[src/rtl/id_decode_queue.sv]
`default_nettype none
// ============================================================================
// Module   : id_decode_queue
// Purpose  : Decode stage with a DEPTH-entry instruction queue between fetch
//            and execute; serialising instructions stall enqueue until issued.
//            Optional COP0 decode (eret/mtc0/mfc0) enabled by DECQ_COP0_EN.
// Revision : 1.0 - initial release
// ============================================================================
module id_decode_queue #(
    parameter int DEPTH = 4,
    parameter int PC_W  = 32
) (
    input  logic                       clk,
    input  logic                       rst,
    input  logic                       in_valid,
    output logic                       in_ready,
    input  logic [31:0]                in_inst,
    input  logic [PC_W-1:0]            in_pc,
    input  logic                       flush,
    output logic                       out_valid,
    input  logic                       out_ready,
    output logic [31:0]                out_inst,
    output logic [PC_W-1:0]            out_pc,
    output logic [16:0]                out_ctrl,
    output logic [$clog2(DEPTH):0]     count
);

    localparam int c_ADDR_W = $clog2(DEPTH);
    localparam int c_CNT_W  = c_ADDR_W + 1;
    localparam logic [c_CNT_W-1:0] c_FULL = c_CNT_W'(DEPTH);
    localparam logic [c_CNT_W-1:0] c_ONE  = c_CNT_W'(1);

    localparam int c_B_REGWRITE = 16;
    localparam int c_B_REGDST   = 15;
    localparam int c_B_ALUSRC   = 14;
    localparam int c_B_BRANCH   = 13;
    localparam int c_B_MEMEN    = 12;
    localparam int c_B_MEMTOREG = 11;
    localparam int c_B_JUMP     = 10;
    localparam int c_B_JAL      = 9;
    localparam int c_B_JR       = 8;
    localparam int c_B_BAL      = 7;
    localparam int c_B_HILO     = 6;
    localparam int c_B_BRK      = 5;
    localparam int c_B_SYSCALL  = 4;
    localparam int c_B_RI       = 3;
    localparam int c_B_ERET     = 2;
    localparam int c_B_MTC0     = 1;
    localparam int c_B_MFC0     = 0;

    // brk, syscall, ri and eret all stall the front end until they issue
    localparam logic [16:0] c_SERIAL_MASK = 17'h0003C;

    typedef enum logic [0:0] {
        ST_RUN  = 1'b0,
        ST_HOLD = 1'b1
    } state_t;

    state_t                 r_state;
    logic [c_ADDR_W-1:0]    r_wr_ptr;
    logic [c_ADDR_W-1:0]    r_rd_ptr;
    logic [c_CNT_W-1:0]     r_count;

    logic [31:0]            r_inst_mem [DEPTH];
    logic [PC_W-1:0]        r_pc_mem   [DEPTH];
    logic [16:0]            r_ctrl_mem [DEPTH];

    logic [5:0]             w_op;
    logic [5:0]             w_funct;
    logic [4:0]             w_rt;
    logic [16:0]            w_dec;
    logic                   w_empty;
    logic                   w_enq;
    logic                   w_iss;

    assign w_op    = in_inst[31:26];
    assign w_funct = in_inst[5:0];
    assign w_rt    = in_inst[20:16];

`ifdef DECQ_COP0_EN
    logic [4:0] w_rs;
    assign w_rs = in_inst[25:21];
`endif

    // ------------------------------------------------------------------
    // Instruction decode (applied to the word being enqueued)
    // ------------------------------------------------------------------
    always_comb begin
        w_dec = '0;
        case (w_op)
            6'b000000: begin
                case (w_funct)
                    6'b010000, 6'b010010: begin
                        w_dec[c_B_REGWRITE] = 1'b1;
                        w_dec[c_B_REGDST]   = 1'b1;
                        w_dec[c_B_HILO]     = 1'b1;
                    end
                    6'b010001, 6'b010011, 6'b011000,
                    6'b011001, 6'b011010, 6'b011011: w_dec[c_B_HILO] = 1'b1;
                    6'b001000: w_dec[c_B_JR] = 1'b1;
                    6'b001001: begin
                        w_dec[c_B_REGWRITE] = 1'b1;
                        w_dec[c_B_REGDST]   = 1'b1;
                        w_dec[c_B_JR]       = 1'b1;
                    end
                    6'b001101: w_dec[c_B_BRK]     = 1'b1;
                    6'b001100: w_dec[c_B_SYSCALL] = 1'b1;
                    default: begin
                        w_dec[c_B_REGWRITE] = 1'b1;
                        w_dec[c_B_REGDST]   = 1'b1;
                    end
                endcase
            end
            6'b001100, 6'b001101, 6'b001110, 6'b001111,
            6'b001000, 6'b001001, 6'b001010, 6'b001011: begin
                w_dec[c_B_REGWRITE] = 1'b1;
                w_dec[c_B_ALUSRC]   = 1'b1;
            end
            6'b000100, 6'b000101, 6'b000110, 6'b000111: w_dec[c_B_BRANCH] = 1'b1;
            6'b000001: begin
                case (w_rt)
                    5'b00000, 5'b00001: w_dec[c_B_BRANCH] = 1'b1;
                    5'b10000, 5'b10001: begin
                        w_dec[c_B_REGWRITE] = 1'b1;
                        w_dec[c_B_BRANCH]   = 1'b1;
                        w_dec[c_B_BAL]      = 1'b1;
                    end
                    default: w_dec = '0;
                endcase
            end
            6'b000010: w_dec[c_B_JUMP] = 1'b1;
            6'b000011: begin
                w_dec[c_B_REGWRITE] = 1'b1;
                w_dec[c_B_JAL]      = 1'b1;
            end
            6'b100000, 6'b100100, 6'b100001, 6'b100101, 6'b100011: begin
                w_dec[c_B_REGWRITE] = 1'b1;
                w_dec[c_B_ALUSRC]   = 1'b1;
                w_dec[c_B_MEMEN]    = 1'b1;
                w_dec[c_B_MEMTOREG] = 1'b1;
            end
            6'b101000, 6'b101001, 6'b101011: begin
                w_dec[c_B_ALUSRC] = 1'b1;
                w_dec[c_B_MEMEN]  = 1'b1;
            end
`ifdef DECQ_COP0_EN
            6'b010000: begin
                if (in_inst == 32'h42000018) begin
                    w_dec[c_B_ERET] = 1'b1;
                end else if (w_rs == 5'b00100) begin
                    w_dec[c_B_MTC0] = 1'b1;
                end else if (w_rs == 5'b00000) begin
                    w_dec[c_B_REGWRITE] = 1'b1;
                    w_dec[c_B_MFC0]     = 1'b1;
                end else begin
                    w_dec[c_B_RI] = 1'b1;
                end
            end
`else
            6'b010000: w_dec[c_B_RI] = 1'b1;
`endif
            default: w_dec[c_B_RI] = 1'b1;
        endcase
    end

    // ------------------------------------------------------------------
    // Handshake
    // ------------------------------------------------------------------
    assign w_empty   = (r_count == '0);
    assign out_valid = !w_empty;
    assign in_ready  = !rst && (r_state == ST_RUN) && (r_count < c_FULL);
    assign w_enq     = in_valid && in_ready;
    assign w_iss     = out_valid && out_ready;

    assign out_inst  = w_empty ? '0 : r_inst_mem[r_rd_ptr];
    assign out_pc    = w_empty ? '0 : r_pc_mem[r_rd_ptr];
    assign out_ctrl  = w_empty ? '0 : r_ctrl_mem[r_rd_ptr];
    assign count     = r_count;

    // Payload storage needs no reset; empty-gating hides stale contents
    always_ff @(posedge clk) begin
        if (w_enq && !flush) begin
            r_inst_mem[r_wr_ptr] <= in_inst;
            r_pc_mem[r_wr_ptr]   <= in_pc;
            r_ctrl_mem[r_wr_ptr] <= w_dec;
        end
    end

    always_ff @(posedge clk or posedge rst) begin
        if (rst) begin
            r_wr_ptr <= '0;
            r_rd_ptr <= '0;
            r_count  <= '0;
        end else if (flush) begin
            r_wr_ptr <= '0;
            r_rd_ptr <= '0;
            r_count  <= '0;
        end else begin
            if (w_enq) r_wr_ptr <= r_wr_ptr + c_ADDR_W'(1);
            if (w_iss) r_rd_ptr <= r_rd_ptr + c_ADDR_W'(1);
            case ({w_enq, w_iss})
                2'b10:   r_count <= r_count + c_ONE;
                2'b01:   r_count <= r_count - c_ONE;
                default: r_count <= r_count;
            endcase
        end
    end

    // HOLD implies nothing was enqueued behind the serialising entry,
    // so it has issued exactly when the last occupied slot drains.
    always_ff @(posedge clk or posedge rst) begin
        if (rst) begin
            r_state <= ST_RUN;
        end else if (flush) begin
            r_state <= ST_RUN;
        end else begin
            case (r_state)
                ST_RUN:  if (w_enq && |(w_dec & c_SERIAL_MASK)) r_state <= ST_HOLD;
                ST_HOLD: if (w_iss && (r_count == c_ONE)) r_state <= ST_RUN;
                default: r_state <= ST_RUN;
            endcase
        end
    end

endmodule
`default_nettype wire

[config.mk]
export PLATFORM = sky130hd
export DESIGN_NAME = id_decode_queue
export DESIGN_NICKNAME = d
export VERILOG_FILES = /design/src/rtl/id_decode_queue.sv
export SDC_FILE = /design/constraint.sdc
export NUM_CORES = 1
export LEC_CHECK = 0
export BUFFER_PORTS_ARGS = -buffer_cell sky130_fd_sc_hd__buf_4
export CAP_MARGIN = 20
export CORE_UTILIZATION = 42
export CTS_BUF_LIST = sky130_fd_sc_hd__clkbuf_4 sky130_fd_sc_hd__clkbuf_8
export DETAILED_ROUTE_END_ITERATION = 12
export PLACE_DENSITY_LB_ADDON = 0.1
export SYNTH_ARGS = -nofsm -noshare
export SYNTH_HDL_FRONTEND = slang
export SYNTH_SLANG_ARGS = --single-unit
[constraint.sdc]
create_clock -name clk -period 3.05 [get_ports clk]
set_input_delay 0.4575 -clock clk [delete_from_list [all_inputs] [get_ports clk]]
set_output_delay 0.4575 -clock clk [all_outputs]
set_load 0.03 [all_outputs]
==> results_dict.tcl, run 1 <==
set metrics [dict create \
    status "finished, final reports clean" \
    cp.required_ns 2.59 \
    ir_drop_mv 0.500 \
    r2r_end "r_pc_mem[0][8]" \
    wl_um 26100 \
    die_width_um 175 \
    synth_top_cell_by_area "edfxtp_1" \
    nets 878 \
    worstHoldStart "in_inst[22]" \
    worst_pin_slew_ns 0.670 \
    ios 155 \
    r2r_slack_ns 0.71 \
    grt_overflow_total 0 \
    clk_pin_slew_worst_paths_ns 0.06 \
    die-area_sq_um 30600 \
    io_buffer_count 151 \
    setup_violations 0 \
    cts_tree "built" \
    drtPass1Iterations 4 \
    fin_setup_tns_ns 0 \
    routedWlPerCell_um 21.2 \
    r2r_start "count[2]" \
    endpoint_kind "primary output" \
    first_iter_violations 311 \
    synthCells 601 \
    ys.flop_type "edfxtp_1" \
    cts.sinks 320 \
    yosysSeqAreaShare_pct 76.1 \
    fin_area_sq_um 15500 \
    finalCritPeriodShare_pct 94.9 \
    yosysMostFrequentCell "edfxtp_1" \
    cp_cell_sequence "inv_1, ha_1, nor2b_2, inv_6, buf_12, and2_1, buf_4" \
    synth_common_cells "edfxtp_1, and2_1, mux4_2" \
    drive_above_1_share_pct 40.8 \
    power_leakage_uw 0.00528 \
    ant_nets 0 \
    syn_to_final_growth_pct 23.0 \
    place_area_sq_um 14400 \
    netlist.area_leader.share_pct 74.5 \
    synth_seq_cells 320 \
    grt_pass1_wl_um 41000 \
    critical_path.top_delay_family "buffers and inverters" \
    track_usage_pct 17.8 \
    yosys-top-cells-area "edfxtp_1, mux4_2, and2_1" \
    drc_errors 0 \
    grt_start_max_net_pins 52 \
    post-route-min-period_ns 2.89 \
    synth-edff-count 312 \
    finalClockSkew_ns 0.0175 \
    cts_buffer_depth 3 \
    fmax_mhz 346 \
    critPathLaunchType "flip-flop" \
    ff_latch_area_sq_um 9580 \
    rows 62 \
    multi_input_area_sq_um 2840 \
    cp_max_fo 32 \
    ys_types 43 \
    synth.avg_cell_area_sq_um 20.9 \
    critPathBufInv 4 \
    reg2reg_depth 5 \
    clk_latency_ns 0.58 \
    hold_path_depth 1 \
    min_path_type "in -> reg" \
    syn_area_sq_um 12600 \
    slew_violations 0 \
    grt_antenna_before_repair 0 \
    h-tree-depth 2 \
    cts_root_buf "clkbuf_8" \
    min_delay_worst_endpoint "r_inst_mem[2][22]" \
    async_reset_ff_share_pct 2.50 \
    place_congestion 0.743 \
    max_stage_delay_ns 0.45 \
    critPathSlowestCell "dfrtp_1" \
    power_uw 13700 \
    hold_viol_final 0 \
    dp_hpwl_um 15800 \
    arrival_ns 2.44 \
    core-area_sq_um 29100 \
    powerDensity_nw_per_um2 888 \
    worstSetupPathType "reg -> out" \
    vias 6340 \
    diodes 0 \
    drt-vias-per-instance 5.16 \
    n_fill_cell 2390 \
    grt_pass1_vias 7157 \
    initial_core_util_pct 43.2 \
    yosysWarnings 0 \
    rsz0062_at_grt "no" \
    cts-buffers-inserted 54 \
    die_y_um 175 \
    maxCapViolCount 0 \
    slew_headroom_pct 54.7 \
]
==> worst max-delay path by stage <==
stage	cells after the start	endpoint	start
4_1_cts	7	out_pc[28]	count[0]
2_1_floorplan	4	r_ctrl_mem[0][0]	count[2]
5_1_grt	7	out_ctrl[15]	count[0]
3_5_place_dp	7	out_pc[28]	count[0]
3_3_place_gp	4	out_inst[5]	r_rd_ptr[0]
6_report	7	out_ctrl[15]	count[0]
==> cells in the final DEF (no fill, tap or decap), types with 3 or more instances in the layout <==
cell / n
xnor2_1: 3
mux4_2: 78
a21oi_1: 6
buf_12: 14
dfrtp_1: 6
and2_1: 80
clkbuf_8: 54
conb_1: 3
clkinv_2: 5
nand2b_1: 3
clkinv_1: 17
ha_1: 8
and2_4: 4
inv_1: 10
edfxtp_1: 312
nand2_1: 3
nor2_1: 17
buf_4: 157
nor2b_1: 3
clkbuf_4: 20
==> state kept, by name, summed over array words and instances (netlist names) <==
register and flops:
r_inst_mem 128, r_pc_mem 128, r_ctrl_mem 56, count 3, r_rd_ptr 2, r_wr_ptr 2
r_state 1
==> per-stage QoR <==
stage | hold WS [ns] | instances | utilization, % | worst slack, ns
global route | 0.0347 | 1229 | 53.2 | 0.0324
global placement | 0.466 | 1126 | 49.5 | 0.580
detailed placement | 0.477 | 1126 | 49.5 | 0.531
CTS | 0.0301 | 1229 | 53.1 | 0.0487
floorplan | 0.273 | 603 | - | -0.110
finish | 0.0730 | 1229 | 53.2 | 0.157
==> routing by layer <==
metal	routed length [um]	part of all wire [%]	track usage, %
met5	0	0	0
met4	355	1.4	4.93
met3	1240	4.8	3.42
met2	13400	51	30.3
met1	11100	43	23.5
==> final cells by class <==
| cell class | instances | share of cell area, % |
|---|---|---|
| inverter | 11 | 0.299 |
| timing repair buffer | 173 | 9.57 |
| sequential | 320 | 61.9 |
| clock inverter | 26 | 0.971 |
| clock buffer | 74 | 5.78 |
| tap | 384 | 3.11 |
| multi-input combinational | 241 | 18.4 |
==> cells by family (layout without fill, tap and decap cells) <==
| family | count (synthesis) | in the layout | synth area share (%) |
|---|---|---|---|
| muxes | 81 | 81 | 14.2 |
| adders and majority gates | 8 | 8 | 0.796 |
| and+or+nand+nor | 127 | 127 | 6.17 |
| other | 1 | 3 | 0.0298 |
| AOI/OAI and AO/OA | 18 | 18 | 0.935 |
| xor gates and xnor gates | 4 | 4 | 0.279 |
| DFF | 320 | 320 | 76.1 |
| buffers and inverters | 42 | 284 | 1.49 |
==> timing repair <==
action,CTS,global route
hold buffers,1,0
setup endpoints to repair,64,30
setup buffers,2,0
hold endpoints to repair,8,0
pin swaps,0,0
gates resized for setup,2,2
==> where the power goes <==
group | leakage (uW) | internal, uW | switching [uW]
combinational | 0.00181 | 2120 | 2910
sequential | 0.00291 | 4980 | 118
clock | 0.000557 | 1990 | 1630
Power figures use the tool's default switching activity.
==> inputs of run 2 (changes only) <==
- ABC_AREA: default -> 1
- SKIP_CTS_REPAIR_TIMING: default -> 1
==> results_dict.tcl, run 2 <==
set metrics [dict create \
    fin_area_sq_um 15800 \
    powerDensity_nw_per_um2 844 \
    cp_max_fo 114 \
    ir_drop_mv 0.568 \
    p_clk_share_pct 26.6 \
    n_fill_cell 2656 \
    comb_power_share_pct 35.8 \
    track_usage_pct 19.1 \
    worst_slack_ns 0.262 \
    rows 64 \
    clk_latency_ns 0.57 \
    grt_pass1_wl_um 45800 \
    synth.avg_cell_area_sq_um 12.2 \
    synthAdderAreaFrac_pct 0.770 \
    worst_pin_slew_ns 0.713 \
    largest_registers "r_inst_mem (128), r_pc_mem (128), r_ctrl_mem (56)" \
    die_width_um 178 \
    yosysSeqAreaShare_pct 73.6 \
    h-tree-depth 2 \
    final_common_cell "nor2_1" \
    first_iter_violations 505 \
    drive_above_1_share_pct 22.5 \
    cts.sinks 320 \
    hold_viol_final 0 \
    place_congestion 0.749 \
    synth_xor_area_share_pct 0.135 \
    syn_to_final_growth_pct 21.5 \
    die_y_um 178 \
    finalCritPeriodShare_pct 91.4 \
    power_leakage_uw 0.00577 \
    fin_util_pct 51.8 \
    async_reset_ff_share_pct 2.50 \
    synth_top_cell_by_area "edfxtp_1" \
    min_path_type "in -> reg" \
    preCtsSetupSlack_ns 0.673 \
    cts_buffer_depth 3 \
    drtPass1Iterations 4 \
    rsz0062_at_grt "no" \
    synthCells 1064 \
    fmax_mhz 359 \
    switching_share_pct 36.6 \
    core-area_sq_um 30500 \
    clk_pin_slew_worst_paths_ns 0.06 \
    endpoint_kind "primary output" \
    synth-simple-area-share_pct 12.3 \
    ant_nets 0 \
    place_area_sq_um 14800 \
    arrival_ns 2.33 \
    cts_root_buf "clkbuf_8" \
    seqPwrFrac_pct 37.6 \
    setup_violations 0 \
    maxCapViolCount 0 \
    nets 1315 \
    yosysMostFrequentCell "nor2_1" \
    diodes 0 \
    slew_headroom_pct 52.4 \
    ys.flop_type "edfxtp_1" \
    power_uw 13300 \
    syn_area_sq_um 13000 \
    post-route-min-period_ns 2.79 \
    drt-vias-per-instance 4.99 \
    finalClockSkew_ns 0.0156 \
    power.switching_uw 4880 \
    vias 8352 \
    synth_seq_cells 320 \
    synth-compound-area-share_pct 9.53 \
    synth_top_family_by_area "simple AND/OR/NAND/NOR gates" \
    dp.cells 1578 \
    grt_pass1_vias 8199 \
    routedWlPerCell_um 18.0 \
    yosysWarnings 0 \
    synth.area.mux_share_pct 0 \
    slew_violations 0 \
    worstSetupPathType "reg -> out" \
    die-area_sq_um 31700 \
    netlist.area_leader.share_pct 72.0 \
    mostFrequentLayoutCells "nor2_1, edfxtp_1, buf_4" \
    dp_hpwl_um 16700 \
    final_cell_count_no_fill 1674 \
    io_buffer_count 151 \
    critPathLaunchType "flip-flop" \
    initial_core_util_pct 42.6 \
    ys_types 37 \
    cts-buffers-inserted 53 \
    synth-edff-count 312 \
    wl_um 30100 \
    drc_errors 0 \
    grt_overflow_total 0 \
    status "finished, final reports clean" \
    grt_antenna_before_repair 0 \
    cp.required_ns 2.59 \
    cts_tree "built" \
    synth_common_cells "nor2_1, edfxtp_1, o21ai_0" \
    ios 155 \
    grt_start_max_net_pins 115 \
    yosys-top-cells-area "edfxtp_1, nor2_1, o21ai_0" \
    internal-power_uw 8450 \
]
==> run 2: area by class of cell <==
class / count / area (sq um) / area share, %
clock buffer: 80 / 945 / 5.98
clock inverter: 15 / 66.3 / 0.420
inverter: 34 / 136 / 0.863
multi-input combinational: 648 / 3000 / 19.0
sequential: 320 / 9580 / 60.6
tap: 396 / 495 / 3.14
timing repair buffer: 181 / 1590 / 10.0
==> run 2: critical path: stages (launching register included) <==
cell	delay, ns
dfrtp_4	0.44
buf_12	0.38
nor2_1	0.10
nor2_1	0.10
o21ai_0	0.09
a21oi_1	0.28
buf_4	0.23
==> run 2: path summary, 6_finish.rpt <==
path                              from                end  slack [ns]  cells past startpoint
min reg2reg                    r_state            r_state        0.61                      2
max                        r_rd_ptr[0]       out_inst[29]        0.26                      6
max reg2reg                   count[2]  r_inst_mem[1][27]        0.85                      6
max in group asynchronous          rst        r_rd_ptr[0]        2.33                      3
min in group asynchronous          rst        r_rd_ptr[1]        0.44                      3
min                        in_inst[22]  r_inst_mem[0][22]        0.09                      1
==> run 2: metal layers <==
layer  share of wire [%]  track usage, %  wire length [um]
met1                  45            25.5             13400
met2                  49            31.7             14600
met3                 4.9            3.69              1480
met4                 1.9            5.31               584
met5                   0               0                 0
==> run 2: power by group through the flow <==
| stage | sequential (uW) | combinational (uW) | clock (uW) |
|---|---|---|---|
| floorplan | 5120 | 2970 | 0 |
| global placement | 5100 | 4820 | 0 |
| detailed placement | 5100 | 4830 | 0 |
| CTS | 5010 | 4850 | 3630 |
| global route | 5020 | 5150 | 3810 |
| finish | 5010 | 4770 | 3550 |
==> run 2: kinds of logic after synthesis <==
group,after synthesis
AO/OA/AOI/OAI,247
flip-flops,320
buffers and inverters,98
AND/OR/NAND/NOR,388
adder cells (fa/ha/maj),8
other,1
XOR/XNOR,2
==> run 2: through the flow <==
stage	TNS, ns	hold WS (ns)
after global placement	0	0.475
after global routing	0	0.0612
after floorplan	-264.37	0.273
after CTS	0	-0.137
final	0	0.0880
after detailed placement	0	0.470
==> inputs of run 3 (changes only) <==
- REMOVE_ABC_BUFFERS: default -> 1
==> results_dict.tcl, run 3 (synthesis gave the netlist of run 2 again) <==
set metrics [dict create \
    dp.cells 1568 \
    grt_antenna_before_repair 1 \
    use_met3_pct 3.26 \
    cts.sinks 320 \
    slew_violations 0 \
    slew_headroom_pct 58.0 \
    preCtsSetupSlack_ns 0.842 \
    critPathLaunchType "flip-flop" \
    nets 1306 \
    cts-buffers-inserted 54 \
    cp.required_ns 2.59 \
    largest_registers "r_inst_mem (128), r_pc_mem (128), r_ctrl_mem (56)" \
    track_usage_pct 18.6 \
    rsz0062_at_grt "no" \
    status "finished, final reports clean" \
    worst_pin_slew_ns 0.624 \
    maxCapViolCount 0 \
    grt_start_max_net_pins 87 \
    final_common_cell "nor2_1" \
    routedWlPerCell_um 17.6 \
    p_clk_share_pct 27.0 \
    ant_nets 0 \
    critPathSlowestCell "dfrtp_4" \
    seqPwrFrac_pct 37.8 \
    core-area_sq_um 30500 \
    powerDensity_nw_per_um2 850 \
    post-route-min-period_ns 2.73 \
    drc_errors 0 \
    fin_util_pct 51.4 \
    die_width_um 178 \
    grt-busiest-layer "met2" \
    worstSetupPathType "reg -> out" \
    die-area_sq_um 31700 \
    clk_pin_slew_worst_paths_ns 0.06 \
    drive_above_1_share_pct 21.6 \
    cts_buffer_depth 3 \
    clk_latency_ns 0.57 \
    grt_overflow_total 0 \
    cp_cell_sequence "inv_4, buf_12, o21ai_0, a21oi_1, buf_4" \
    io_buffer_count 151 \
    rows 64 \
    worst_slack_ns 0.323 \
    place_congestion 0.745 \
    fin_area_sq_um 15700 \
    grt_pass1_wl_um 44800 \
    min_path_type "in -> reg" \
    drtPass1Iterations 5 \
    first_iter_violations 438 \
    comb_power_share_pct 35.2 \
    vias 8351 \
    internal-power_uw 8410 \
    initial_core_util_pct 42.6 \
    switching_share_pct 37.0 \
    finalCritPeriodShare_pct 89.4 \
    critical_path.top_delay_family "buffers and inverters" \
    ios 155 \
    critPathBufInv 3 \
    cp_max_fo 38 \
    die_y_um 178 \
    cts_tree "built" \
    endpoint_kind "primary output" \
    setup_violations 0 \
    cts_root_buf "clkbuf_8" \
    hold_viol_final 0 \
    ir_drop_mv 0.395 \
    wl_um 29400 \
    arrival_ns 2.27 \
    dp_hpwl_um 15700 \
    use_met1_pct 24.6 \
    power_leakage_uw 0.00571 \
    finalClockSkew_ns 0.0201 \
    fmax_mhz 367 \
    syn_to_final_growth_pct 20.6 \
    place_area_sq_um 14600 \
    h-tree-depth 2 \
    mostFrequentLayoutCells "nor2_1, edfxtp_1, o21ai_0" \
    grt_util_met2_pct 31.1 \
    final_cell_count_no_fill 1670 \
    max_stage_delay_ns 0.52 \
    power.switching_uw 4930 \
    drt-vias-per-instance 5.00 \
    grt_pass1_vias 8252 \
]
## run 3: changes by cell type in the layout (fill, tap and decap cells not counted), sizes merged
cell,delta
buf,-10
bufinv,+1
clkbuf,-11
clkinv,+14
clkinvlp,-1
diode,+1
inv,+2
## run 3: cell type report
cell class / count / area (sq um)
sequential: 320 / 9580
fill: 2717 / 14800
inverter: 34 / 136
tap: 396 / 495
antenna: 1 / 2.50
clock inverter: 31 / 164
timing repair buffer: 171 / 1450
clock buffer: 69 / 862
multi-input combinational: 648 / 3000
## run 3: path summary, 6_finish.rpt
check / start / endpoint / slack, ns / depth (start not counted)
hold reg to reg: r_state / r_state / 0.60 / 2
max in group asynchronous: rst / r_rd_ptr[0] / 2.31 / 3
setup reg to reg: count[2] / r_inst_mem[1][17] / 0.85 / 6
setup / recovery: r_rd_ptr[0] / out_ctrl[16] / 0.32 / 5
min in group asynchronous: rst / r_state / 0.44 / 3
hold / removal: flush / count[1] / 0.08 / 2
## run 3: power by group through the flow
| stage | clock [uW] | sequential (uW) | combinational (uW) |
|---|---|---|---|
| detailed placement | 0 | 5130 | 4760 |
| finish | 3610 | 5040 | 4690 |
| CTS | 3730 | 5040 | 4770 |
| floorplan | 0 | 5290 | 2620 |
| global route | 3890 | 5050 | 5070 |
| global placement | 0 | 5130 | 4750 |
## run 3: metal layers
| metal | wire length (um) | vias to the layer above |
|---|---|---|
| li1 | - | 4064 |
| met1 | 13000 | 4013 |
| met2 | 14200 | 225 |
| met3 | 1640 | 49 |
| met4 | 574 | 0 |
| met5 | 0 | - |
## run 3: through the flow
stage	TNS [ns]	total power [uW]	hold slack, ns
5_1_grt	0	14000	0.0491
3_3_place_gp	0	9880	0.487
2_1_floorplan	-878.84	7910	0.273
3_5_place_dp	0	9890	0.488
4_1_cts	0	13500	-0.151
6_report	0	13300	0.0808
